File: src/rtl/div_pkg.sv
`default_nettype none
// ============================================================================
// Module      : div_pkg
// Description : Shared types, opcode encodings and helpers for the
//               sequential radix-2 RV32M divider (div_seq).
// Revision    : 1.0 - initial release
// ============================================================================
package div_pkg;

    // Default operand width; also the number of shift-subtract iterations.
    localparam int DIV_XLEN = 32;

    typedef enum logic [1:0] {
        IDLE = 2'd0,
        CALC = 2'd1,
        FIX  = 2'd2,
        DONE = 2'd3
    } div_state_e;

    // opcode[0] = unsigned, opcode[1] = remainder
    localparam logic [1:0] DIV_OP_DIV  = 2'b00;
    localparam logic [1:0] DIV_OP_DIVU = 2'b01;
    localparam logic [1:0] DIV_OP_REM  = 2'b10;
    localparam logic [1:0] DIV_OP_REMU = 2'b11;

    // Signed overflow case: most negative dividend divided by -1.
    // Flags are passed in rather than operands so the helper is width-agnostic.
    function automatic logic is_signed_ovf(input logic is_unsigned,
                                           input logic op1_is_min,
                                           input logic op2_is_neg1);
        return ~is_unsigned & op1_is_min & op2_is_neg1;
    endfunction

endpackage
`default_nettype wire

File: src/rtl/div_seq_if.sv
`default_nettype none
// ============================================================================
// Module      : div_seq_if
// Description : Request/response bundle between the EX stage and div_seq.
//   flush                 abort any in-flight operation
//   in_valid / in_ready   request handshake (opcode, op1, op2)
//   out_valid / out_ready result handshake (result)
//   busy                  divider not idle
// Revision    : 1.0 - initial release
// ============================================================================
interface div_seq_if
    import div_pkg::*;
#(
    parameter int XLEN = DIV_XLEN
);
    logic            flush;
    logic            in_valid;
    logic            in_ready;
    logic [1:0]      opcode;
    logic [XLEN-1:0] op1;
    logic [XLEN-1:0] op2;
    logic            out_valid;
    logic            out_ready;
    logic [XLEN-1:0] result;
    logic            busy;

    // EX stage side
    modport master (
        output flush, in_valid, opcode, op1, op2, out_ready,
        input  in_ready, out_valid, result, busy
    );

    // Divider side
    modport slave (
        input  flush, in_valid, opcode, op1, op2, out_ready,
        output in_ready, out_valid, result, busy
    );
endinterface
`default_nettype wire

File: src/rtl/div_step.sv
`default_nettype none
// ============================================================================
// Module      : div_step
// Description : One combinational restoring-division iteration. Shifts the
//               next dividend bit into the partial remainder, trial-subtracts
//               the divisor and records the quotient bit.
//   rem   in   XLEN  partial remainder
//   quo   in   XLEN  dividend bits still to consume / quotient bits produced
//   div   in   XLEN  divisor (magnitude)
//   rem_n out  XLEN  next partial remainder
//   quo_n out  XLEN  next quotient register
// Revision    : 1.0 - initial release
// ============================================================================
module div_step #(
    parameter int XLEN = 32
) (
    input  wire logic [XLEN-1:0] rem,
    input  wire logic [XLEN-1:0] quo,
    input  wire logic [XLEN-1:0] div,
    output logic      [XLEN-1:0] rem_n,
    output logic      [XLEN-1:0] quo_n
);
    logic [XLEN:0] shifted;
    logic [XLEN:0] trial;

    // rem < div always holds, so the shifted value is below 2*div and the
    // difference fits in XLEN+1 bits; its MSB is the borrow.
    assign shifted = {rem, quo[XLEN-1]};
    assign trial   = shifted - {1'b0, div};

    assign rem_n = trial[XLEN] ? shifted[XLEN-1:0] : trial[XLEN-1:0];
    assign quo_n = {quo[XLEN-2:0], ~trial[XLEN]};
endmodule
`default_nettype wire

File: src/rtl/div_seq.sv
`default_nettype none
// ============================================================================
// Module      : div_seq
// Description : Multicycle radix-2 restoring divider for RV32M DIV/DIVU/
//               REM/REMU. One operation in flight; divide-by-zero and signed
//               overflow complete in one cycle, all others take XLEN CALC
//               cycles plus one FIX cycle.
//   clk    in  1   clock
//   rst_b  in  1   synchronous, active-high reset
//   dif    slave modport of div_seq_if:
//          flush, in_valid, in_ready, opcode, op1, op2,
//          out_valid, out_ready, result, busy
// Revision    : 1.0 - initial release
// ============================================================================
module div_seq
    import div_pkg::*;
#(
    parameter int XLEN = DIV_XLEN
) (
    input wire logic clk,
    input wire logic rst_b,
    div_seq_if.slave dif
);
    localparam int CNT_W = $clog2(XLEN);
    localparam logic [XLEN-1:0] MIN_VAL = {1'b1, {(XLEN-1){1'b0}}};

    div_state_e      state;
    div_state_e      state_n;

    logic [XLEN-1:0] rem;
    logic [XLEN-1:0] quo;
    logic [XLEN-1:0] dvs;
    logic [XLEN-1:0] result;
    logic [CNT_W-1:0] cnt;
    logic            is_rem;
    logic            neg_q;
    logic            neg_r;

    logic            accept;
    logic            op_is_rem;
    logic            op_is_uns;
    logic            op1_neg;
    logic            op2_neg;
    logic            div_by_zero;
    logic            ovf;
    logic            special;
    logic [XLEN-1:0] special_res;
    logic [XLEN-1:0] abs1;
    logic [XLEN-1:0] abs2;
    logic [XLEN-1:0] rem_n;
    logic [XLEN-1:0] quo_n;
    logic [XLEN-1:0] q_fix;
    logic [XLEN-1:0] r_fix;

    // ---------------- request decode (only meaningful at accept) ----------
    assign accept      = dif.in_valid & dif.in_ready;
    assign op_is_rem   = (dif.opcode == DIV_OP_REM)  | (dif.opcode == DIV_OP_REMU);
    assign op_is_uns   = (dif.opcode == DIV_OP_DIVU) | (dif.opcode == DIV_OP_REMU);
    assign op1_neg     = ~op_is_uns & dif.op1[XLEN-1];
    assign op2_neg     = ~op_is_uns & dif.op2[XLEN-1];
    assign div_by_zero = (dif.op2 == '0);
    assign ovf         = is_signed_ovf(op_is_uns, dif.op1 == MIN_VAL, &dif.op2);
    assign special     = div_by_zero | ovf;
    assign abs1        = op1_neg ? -dif.op1 : dif.op1;
    assign abs2        = op2_neg ? -dif.op2 : dif.op2;

    always_comb begin
        special_res = '0;
        if (div_by_zero) begin
            special_res = op_is_rem ? dif.op1 : {XLEN{1'b1}};
        end else begin
            special_res = op_is_rem ? '0 : MIN_VAL;
        end
    end

    // ---------------- iteration datapath -----------------------------------
    div_step #(.XLEN(XLEN)) u_step (
        .rem   (rem),
        .quo   (quo),
        .div   (dvs),
        .rem_n (rem_n),
        .quo_n (quo_n)
    );

    assign q_fix = neg_q ? -quo : quo;
    assign r_fix = neg_r ? -rem : rem;

    // ---------------- FSM --------------------------------------------------
    always_ff @(posedge clk) begin
        if (rst_b) begin
            state <= IDLE;
        end else begin
            state <= state_n;
        end
    end

    always_comb begin
        state_n = state;
        case (state)
            IDLE: if (accept) state_n = special ? DONE : CALC;
            CALC: if (cnt == '0) state_n = FIX;
            FIX:  state_n = DONE;
            DONE: if (dif.out_ready) state_n = IDLE;
            default: state_n = IDLE;
        endcase
        // flush wins over every other transition
        if (dif.flush) state_n = IDLE;
    end

    // ---------------- operand / result registers ---------------------------
    always_ff @(posedge clk) begin
        if (rst_b) begin
            rem    <= '0;
            quo    <= '0;
            dvs    <= '0;
            cnt    <= '0;
            result <= '0;
            is_rem <= 1'b0;
            neg_q  <= 1'b0;
            neg_r  <= 1'b0;
        end else if (!dif.flush) begin
            case (state)
                IDLE: begin
                    if (accept) begin
                        is_rem <= op_is_rem;
                        // quotient sign differs when exactly one operand is
                        // negative; remainder takes the dividend's sign
                        neg_q  <= op1_neg ^ op2_neg;
                        neg_r  <= op1_neg;
                        if (special) begin
                            result <= special_res;
                        end else begin
                            quo <= abs1;
                            dvs <= abs2;
                            rem <= '0;
                            cnt <= CNT_W'(XLEN - 1);
                        end
                    end
                end
                CALC: begin
                    rem <= rem_n;
                    quo <= quo_n;
                    if (cnt != '0) cnt <= cnt - CNT_W'(1);
                end
                FIX: begin
                    result <= is_rem ? r_fix : q_fix;
                end
                default: ;
            endcase
        end
    end

    // ---------------- outputs ----------------------------------------------
    assign dif.in_ready  = (state == IDLE) & ~dif.flush;
    assign dif.out_valid = (state == DONE);
    assign dif.busy      = (state != IDLE);
    assign dif.result    = result;

endmodule
`default_nettype wire

File: src/flat_wrapper.sv
// flat-port wrapper written by rule: the top's interface ports become plain ports
module div_seq_flat import div_pkg::*;
#(
    parameter int XLEN = DIV_XLEN
)
  (clk, rst_b, dif_flush, dif_in_valid, dif_opcode, dif_op1, dif_op2, dif_out_ready, dif_in_ready, dif_out_valid, dif_result, dif_busy);
  div_seq_if #(.XLEN(XLEN)) dif_i ();
  input wire logic clk;
  input wire logic rst_b;
  input wire logic [$bits(dif_i.flush)-1:0] dif_flush;
  input wire logic [$bits(dif_i.in_valid)-1:0] dif_in_valid;
  input wire logic [$bits(dif_i.opcode)-1:0] dif_opcode;
  input wire logic [$bits(dif_i.op1)-1:0] dif_op1;
  input wire logic [$bits(dif_i.op2)-1:0] dif_op2;
  input wire logic [$bits(dif_i.out_ready)-1:0] dif_out_ready;
  output wire logic [$bits(dif_i.in_ready)-1:0] dif_in_ready;
  output wire logic [$bits(dif_i.out_valid)-1:0] dif_out_valid;
  output wire logic [$bits(dif_i.result)-1:0] dif_result;
  output wire logic [$bits(dif_i.busy)-1:0] dif_busy;
  assign dif_i.flush = dif_flush;
  assign dif_i.in_valid = dif_in_valid;
  assign dif_i.opcode = dif_opcode;
  assign dif_i.op1 = dif_op1;
  assign dif_i.op2 = dif_op2;
  assign dif_i.out_ready = dif_out_ready;
  assign dif_in_ready = dif_i.in_ready;
  assign dif_out_valid = dif_i.out_valid;
  assign dif_result = dif_i.result;
  assign dif_busy = dif_i.busy;
  div_seq #(.XLEN(XLEN)) u_core (.clk(clk), .rst_b(rst_b), .dif(dif_i));
endmodule
File: config.mk
export PLATFORM = sky130hd
export DESIGN_NAME = div_seq_flat
export DESIGN_NICKNAME = d
export VERILOG_FILES = /design/src/rtl/div_pkg.sv /design/src/rtl/div_seq_if.sv /design/src/rtl/div_step.sv /design/src/rtl/div_seq.sv /design/src/flat_wrapper.sv
export SDC_FILE = /design/constraint.sdc
export NUM_CORES = 1
export LEC_CHECK = 0
export ABC_AREA = 0
export CAP_MARGIN = 10
export CORE_ASPECT_RATIO = 1.4
export CORE_UTILIZATION = 40
export CTS_CLUSTER_DIAMETER = 120
export DETAILED_ROUTE_END_ITERATION = 8
export PLACE_DENSITY_LB_ADDON = 0.08
export SLEW_MARGIN = 5
export SYNTH_ARGS = -nofsm -noshare
export SYNTH_HDL_FRONTEND = slang
export SYNTH_SLANG_ARGS = --single-unit
File: constraint.sdc
create_clock -name clk -period 5.49 [get_ports clk]
set_clock_uncertainty 0.1 [all_clocks]
set_input_delay 0.8235 -clock clk [delete_from_list [all_inputs] [get_ports clk]]
set_output_delay 0.8235 -clock clk [all_outputs]
set_load 0.03 [all_outputs]
* Word-level counts from Yosys, hierarchy flattened
Cells that the tools add are included.
W data, S select, Z words.
** Word-level totals
- Output and inout bits :: 35
- Register bits :: 138
- Word-level logic and storage cells :: 84
- Bits of input ports :: 71
** Cells by class
- Muxes and demuxes :: 27
- Bitwise gates (word level) :: 14
- Eq/ne operators :: 13
- Reduce and logical (&&, ||, !) cells :: 15
- Add/subtract/negate cells :: 6
** Operator list (number)
- $mux W32 :: 15
- $pmux W32 S2 :: 3
- $neg A32 Y32 :: 4
- $sub A33 B32 Y33 :: 1
- $eq A32 B32 Y1 const B :: 1
- $logic_not A32 Y1 :: 1
- $reduce_and A32 Y1 :: 1
- $mux W5 :: 3
- $reduce_and A4 Y1 :: 3
- $pmux W5 S2 :: 1
- $eq A2 B2 Y1 const B :: 4
- $mux W2 :: 4
- $ne A2 B1 Y1 const B :: 4
- $pmux W2 S4 :: 1
- $and A1 B1 Y1 :: 6
- $reduce_and A3 Y1 :: 2
- $reduce_bool A2 Y1 :: 3
- $logic_not A5 Y1 :: 1
- $reduce_and A5 Y1 :: 1
- $reduce_bool A5 Y1 :: 1
- $sub A5 B1 Y5 const B :: 1
- $eq A2 B1 Y1 const B :: 2
- $ne A2 B2 Y1 const B :: 2
- $not A1 Y1 :: 4
- other kinds (4) :: 6

* Depth between registers and ports, before layout
- Depth in word-level cells :: 9
- Gate-level depth with buffers :: 14
- Gate-level depth less buffers :: 12

* Hierarchy
Synthesis repeated with hierarchy kept, for this count alone.
** Second synthesis, totals
- Cell total of the unflattened synthesis :: 1492
- Area total of the unflattened synthesis :: 11312.1 µm²
** By module, submodules not included
- div_seq :: cells each 1156, instances 1, area each 8720.9 µm²
- div_step :: cells each 336, instances 1, area each 2591.2 µm²

* Worst setup path after synthesis
OpenSTA, ideal clock, no wires.
- Kind :: input to register
- Start :: in dif_op2[0]
- End :: reg u_core.quo[16]
- Arrival time :: 3075 ps
- Setup time :: 128 ps
- Path buffers :: 3
- Required time :: 5262 ps
- Stages on the path :: 13
- Slack :: 2187 ps
- Cells stage by stage :: inv_1 > ha_1 > or3b_2 > nor3b_1 > nand4_1 > o21ai_2 > nor2_1 > buf_6 > a21o_1 > buf_2 > buf_2 > mux2i_1 > nor2_1
** Between the ends
- Longest elaborated chain between the ends :: 5
- Elaborated cells between the ends (all ways) :: 6
- Those cells by class :: eq/ne (1); bitwise (2); reduce/logical (3)
** RTL lines
- from (decl) :: RTL line flat_wrapper.sv:14 : input wire logic [$bits(dif_i.op2)-1:0] dif_op2;
- $reduce_and A32 Y1 :: RTL line div_seq.sv:62 : assign ovf = is_signed_ovf(op_is_uns, dif.op1 == MIN_VAL, &dif.op2);
- $and A1 B1 Y1 :: RTL line div_pkg.sv:31 : return ~is_unsigned & op1_is_min & op2_is_neg1;
- $or A1 B1 Y1 * :: RTL line div_seq.sv:63 : assign special = div_by_zero | ovf;
- $ne A2 B2 Y1 (no source line) *
- $reduce_and A4 Y1 (no source line) *
- to (signal assigned) :: RTL line div_seq.sv:133 : quo <= abs1;
- to (signal assigned) :: RTL line div_seq.sv:142 : quo <= quo_n;
- to (decl) :: RTL line div_seq.sv:31 : logic [XLEN-1:0] quo;
Every way passes the cells marked *; elsewhere a longest branch is shown, timed or not.
A chain may end at the register's enable or synchronous reset.

* Final worst setup path
- Start :: in dif_op1[24]
- End :: reg u_core.rem[24]
** Between the ends
- Longest elaborated chain between the ends :: 6
** RTL lines
- from (decl) :: RTL line flat_wrapper.sv:13 : input wire logic [$bits(dif_i.op1)-1:0] dif_op1;
- $eq A32 B32 Y1 :: RTL line div_seq.sv:62
- $and A1 B1 Y1 (2 in a row) :: RTL line div_pkg.sv:31
- $or A1 B1 Y1 :: RTL line div_seq.sv:63
- $ne A2 B2 Y1 (no source line)
- $reduce_and A4 Y1 (no source line)
- to (signal assigned) :: RTL line div_seq.sv:141 : rem <= rem_n;
- to (decl) :: RTL line div_seq.sv:30 : logic [XLEN-1:0] rem;
Every way passes these cells.

==> summary.txt <==
Cells and area
  • Synth-to-layout area growth: 18.6%
  • Fin nets: 1620
  • Finished Cell Area: approximately 13000 um2
  • Diode count: 0
  • Share of cells above drive strength 1: approximately 5.9%

Critical path
  • Worst setup path endpoint: u_core.rem[24]$_SDFFE_PP0P_
  • RR Startpoint: u_core.quo[31]$_SDFFE_PP0P_
  • Arrival @ worst endpoint: around 4.8 ns
  • Reg2Reg Setup Slack: 1.36 ns
  • Setup crit end kind: register
  • Setup CP Type: input pin to register
  • Crit path launch type: input pin
  • Critical Path Source: dif_op1[24]
  • Worst EP required: between 5 and 6 ns
  • Worst reg-to-reg path cell count: 12
  • R2r endpoint: u_core.rem[24]$_SDFFE_PP0P_
  • Crit path max fanout: between 60 and 70

Route
  • Post-route ant nets: 0
  • # DRC: 0
  • Post-DR wirelength/cell: 18.2 um
  • Vias per cell: between 5 and 6
  • TritonRoute pass-1 iters: 6
  • Vias: around 10k
  • Post-Route WL: 33400 um
  • 1st-iter DRT viols: roughly 600

Yosys
  • Unique masters post-synth: 80
  • Synthesized flop and latch total: approximately 140
  • Net count after synthesis: 1559
  • Yosys top cell area share: 26.0%
  • Syn Area/Cell: roughly 7.4 um2
  • Synth async-reset ratio: 0%
  • Area leader, netlist: dfxtp_1
  • Number of flops mapped to enable cells by yosys: 0
  • Dominant synthesized flop cell: dfxtp_1
  • Synthesized cell area: approximately 11000 um2
  • Synth Instances: around 1.4k
  • YS warnings: 0
  • Synth area leaders: dfxtp_1, a21oi_1, xnor2_1
  • Post-synthesis sequential area ratio: 26.0%

STA
  • RSZ-0062 raised after global routing: false
  • Max-slew violation count: 0
  • Slew @ Worst Pin: between 1 and 1.5 ns
  • Fmax: 218 MHz
  • Setup violators final: 0
  • Setup ws final: 0.908 ns
  • Setup TNS: 0 ns
  • Final hold vios: 0
  • Slew headroom: between 20% and 30%
  • Final Cycle Share: between 80 and 90%
  • Minimum period implied by the final worst setup slack: ~4.6 ns

Clock network
  • Longest Clk Path Bufs: 2
  • # hold bufs at CTS: 0
  • PostCTS Resize Cnt: 0
  • CTS tree: built
  • CTS root buf: clkbuf_16
  • TritonCTS buffer count: 17
  • Worst-path clk slew: approximately 0.06 ns
  • Clock Sinks: ~140
  • Post-CTS setup buffer count: 0
  • Latest clock arrival within the worst-skew pair: about 0.44 ns
  • H-Tree Level Count: 4

GRT
  • Vias in the first global route: between 9k and 10k
  • Wire length of the first global-routing pass: around 54000 um
  • GR Util met2: between 40% and 50%
  • Grt met3 use: about 3.2%
  • GR peak layer: met2
  • GR Overflow Total: 0
  • Tot GR Track Use: 24.9%
  • Largest net degree at the start of global routing: 71
  • Met1 Resource Use GR: about 30%
  • Initial antenna violation count: 0

Run
  • Maxcap violations: 0

Power
  • Pwr dens: approximately 240 nW/um2
  • VDD IR max: ~0.00018 V
  • Leakage power: between 4 and 5 nW

Floorplanning
  • Core Area: ~26000 um2
  • Cell Rows: 70
  • Initial Utilization: about 41%
  • Die Y: ~200 um
  • IO Count: about 110
  • Chip width: 140 um
  • Die area: 27300 um2

Place
  • Dpl ws: around 0.4 ns
  • Placed cell areas: between 10000 and 15000 um2
  • PortBufs: 105
  • Detailed placement HPWL: 25600 um
  • GPL Wtd Cong: slightly above 0.9

Hold path
  • Worst Hold Class: register to register

Outcome
  • Status: finished, final reports clean
## sequential cells by signal, summed over array words and instances (netlist names)
signal,count
u_core.quo,32
u_core.state,2
u_core.dif.result,32
u_core.cnt,5
u_core.rem,32
u_core.is_rem,1
u_core.dvs,32
u_core.neg_q,1
u_core.neg_r,1
## critical path, cell delays in order
cell and delay (ns):
clkdlybuf4s50_1 0.53, or4_1 0.63, nor4_1 0.77, nand4_1 0.36, o21ai_2 0.34, nor2_4 0.05
buf_4 0.29, o21bai_1 0.32, buf_4 0.31, nor3_1 0.08, a221o_1 0.28
## cells by family (layout without fill, tap and decap cells)
family	count (synthesis)	in the layout	synth area share, %
AND/OR/NAND/NOR	486	486	21.9
AO/OA/AOI/OAI	441	441	25.9
buffers and inverters	157	231	6.01
XOR/XNOR	147	147	12.1
flip-flops	138	138	26.0
adder cells (fa/ha/maj)	44	44	5.24
multiplexers	31	31	2.93
## cell type report
type | count | area [um2]
fill | 2697 | 13500
clock buffer | 20 | 467
tap | 324 | 405
multi-input combinational | 1149 | 7260
timing repair buffer | 128 | 1220
sequential | 138 | 2760
inverter | 71 | 267
clock inverter | 12 | 241
## how the worst min path moves through the flow
stage                                                  start                                 end  slack [ns]  cells past startpoint
after CTS                 u_core.dif.result[28]$_SDFFE_PP0P_  u_core.dif.result[28]$_SDFFE_PP0P_        0.36                      2
after global routing      u_core.dif.result[30]$_SDFFE_PP0P_  u_core.dif.result[30]$_SDFFE_PP0P_        0.38                      2
after floorplan                  u_core.dvs[30]$_SDFFE_PP0P_         u_core.dvs[30]$_SDFFE_PP0P_        0.33                      2
after detailed placement  u_core.dif.result[16]$_SDFFE_PP0P_  u_core.dif.result[16]$_SDFFE_PP0P_        0.35                      2
after global placement    u_core.dif.result[28]$_SDFFE_PP0P_  u_core.dif.result[28]$_SDFFE_PP0P_        0.34                      2
final                     u_core.dif.result[16]$_SDFFE_PP0P_  u_core.dif.result[16]$_SDFFE_PP0P_        0.35                      2
## metrics by stage
| stage | cells | hold slack, ns | utilization [%] | power [mW] |
|---|---|---|---|---|
| after floorplan | 1444 | 0.332 | - | 1.49 |
| after global routing | 1842 | 0.379 | 48.4 | 3.19 |
| after CTS | 1842 | 0.358 | 48.4 | 3.09 |
| final | 1842 | 0.351 | 48.4 | 3.07 |
| after detailed placement | 1810 | 0.346 | 45.7 | 1.68 |
| after global placement | 1810 | 0.343 | 45.7 | 1.68 |
## power by group
group / switching [mW] / internal, mW
clock: 0.472 / 0.933
combinational: 0.346 / 0.242
sequential: 0.0375 / 1.04
## synth_stat cells (13+ instances only)
| cell type | n |
|---|---|
| a211oi_1 | 37 |
| or4_1 | 13 |
| nor3_1 | 25 |
| o31ai_1 | 27 |
| dfxtp_1 | 138 |
| nand3_1 | 14 |
| clkbuf_1 | 69 |
| xor2_1 | 65 |
| xnor2_1 | 82 |
| o21ai_0 | 105 |
| nor2_1 | 132 |
| nand4_1 | 18 |
| inv_1 | 71 |
| mux2i_1 | 30 |
| nor2b_1 | 17 |
| a21oi_1 | 148 |
| nand2_1 | 188 |
| nor4_1 | 14 |
| ha_1 | 43 |
## layout by cell type, fill, tap and decap left out, types with 17 or more instances in the layout
master	instances
nor3_1	25
inv_1	71
a211oi_1	37
buf_4	24
dfxtp_1	138
o31ai_1	27
nor2b_1	17
mux2i_1	30
xor2_1	65
nand4_1	18
xnor2_1	81
nand2_1	188
clkdlybuf4s50_1	104
ha_1	42
o21ai_0	105
a21oi_1	147
nor2_1	131
clkbuf_16	17
## layer usage
layer  up-vias  share of wire (%)
met4         0                2.0
met5         -                  0
li1       5257                  -
met3        44                3.0
met1      4766                 43
met2       239                 52
No activity file was read; power rests on OpenSTA's default activity.
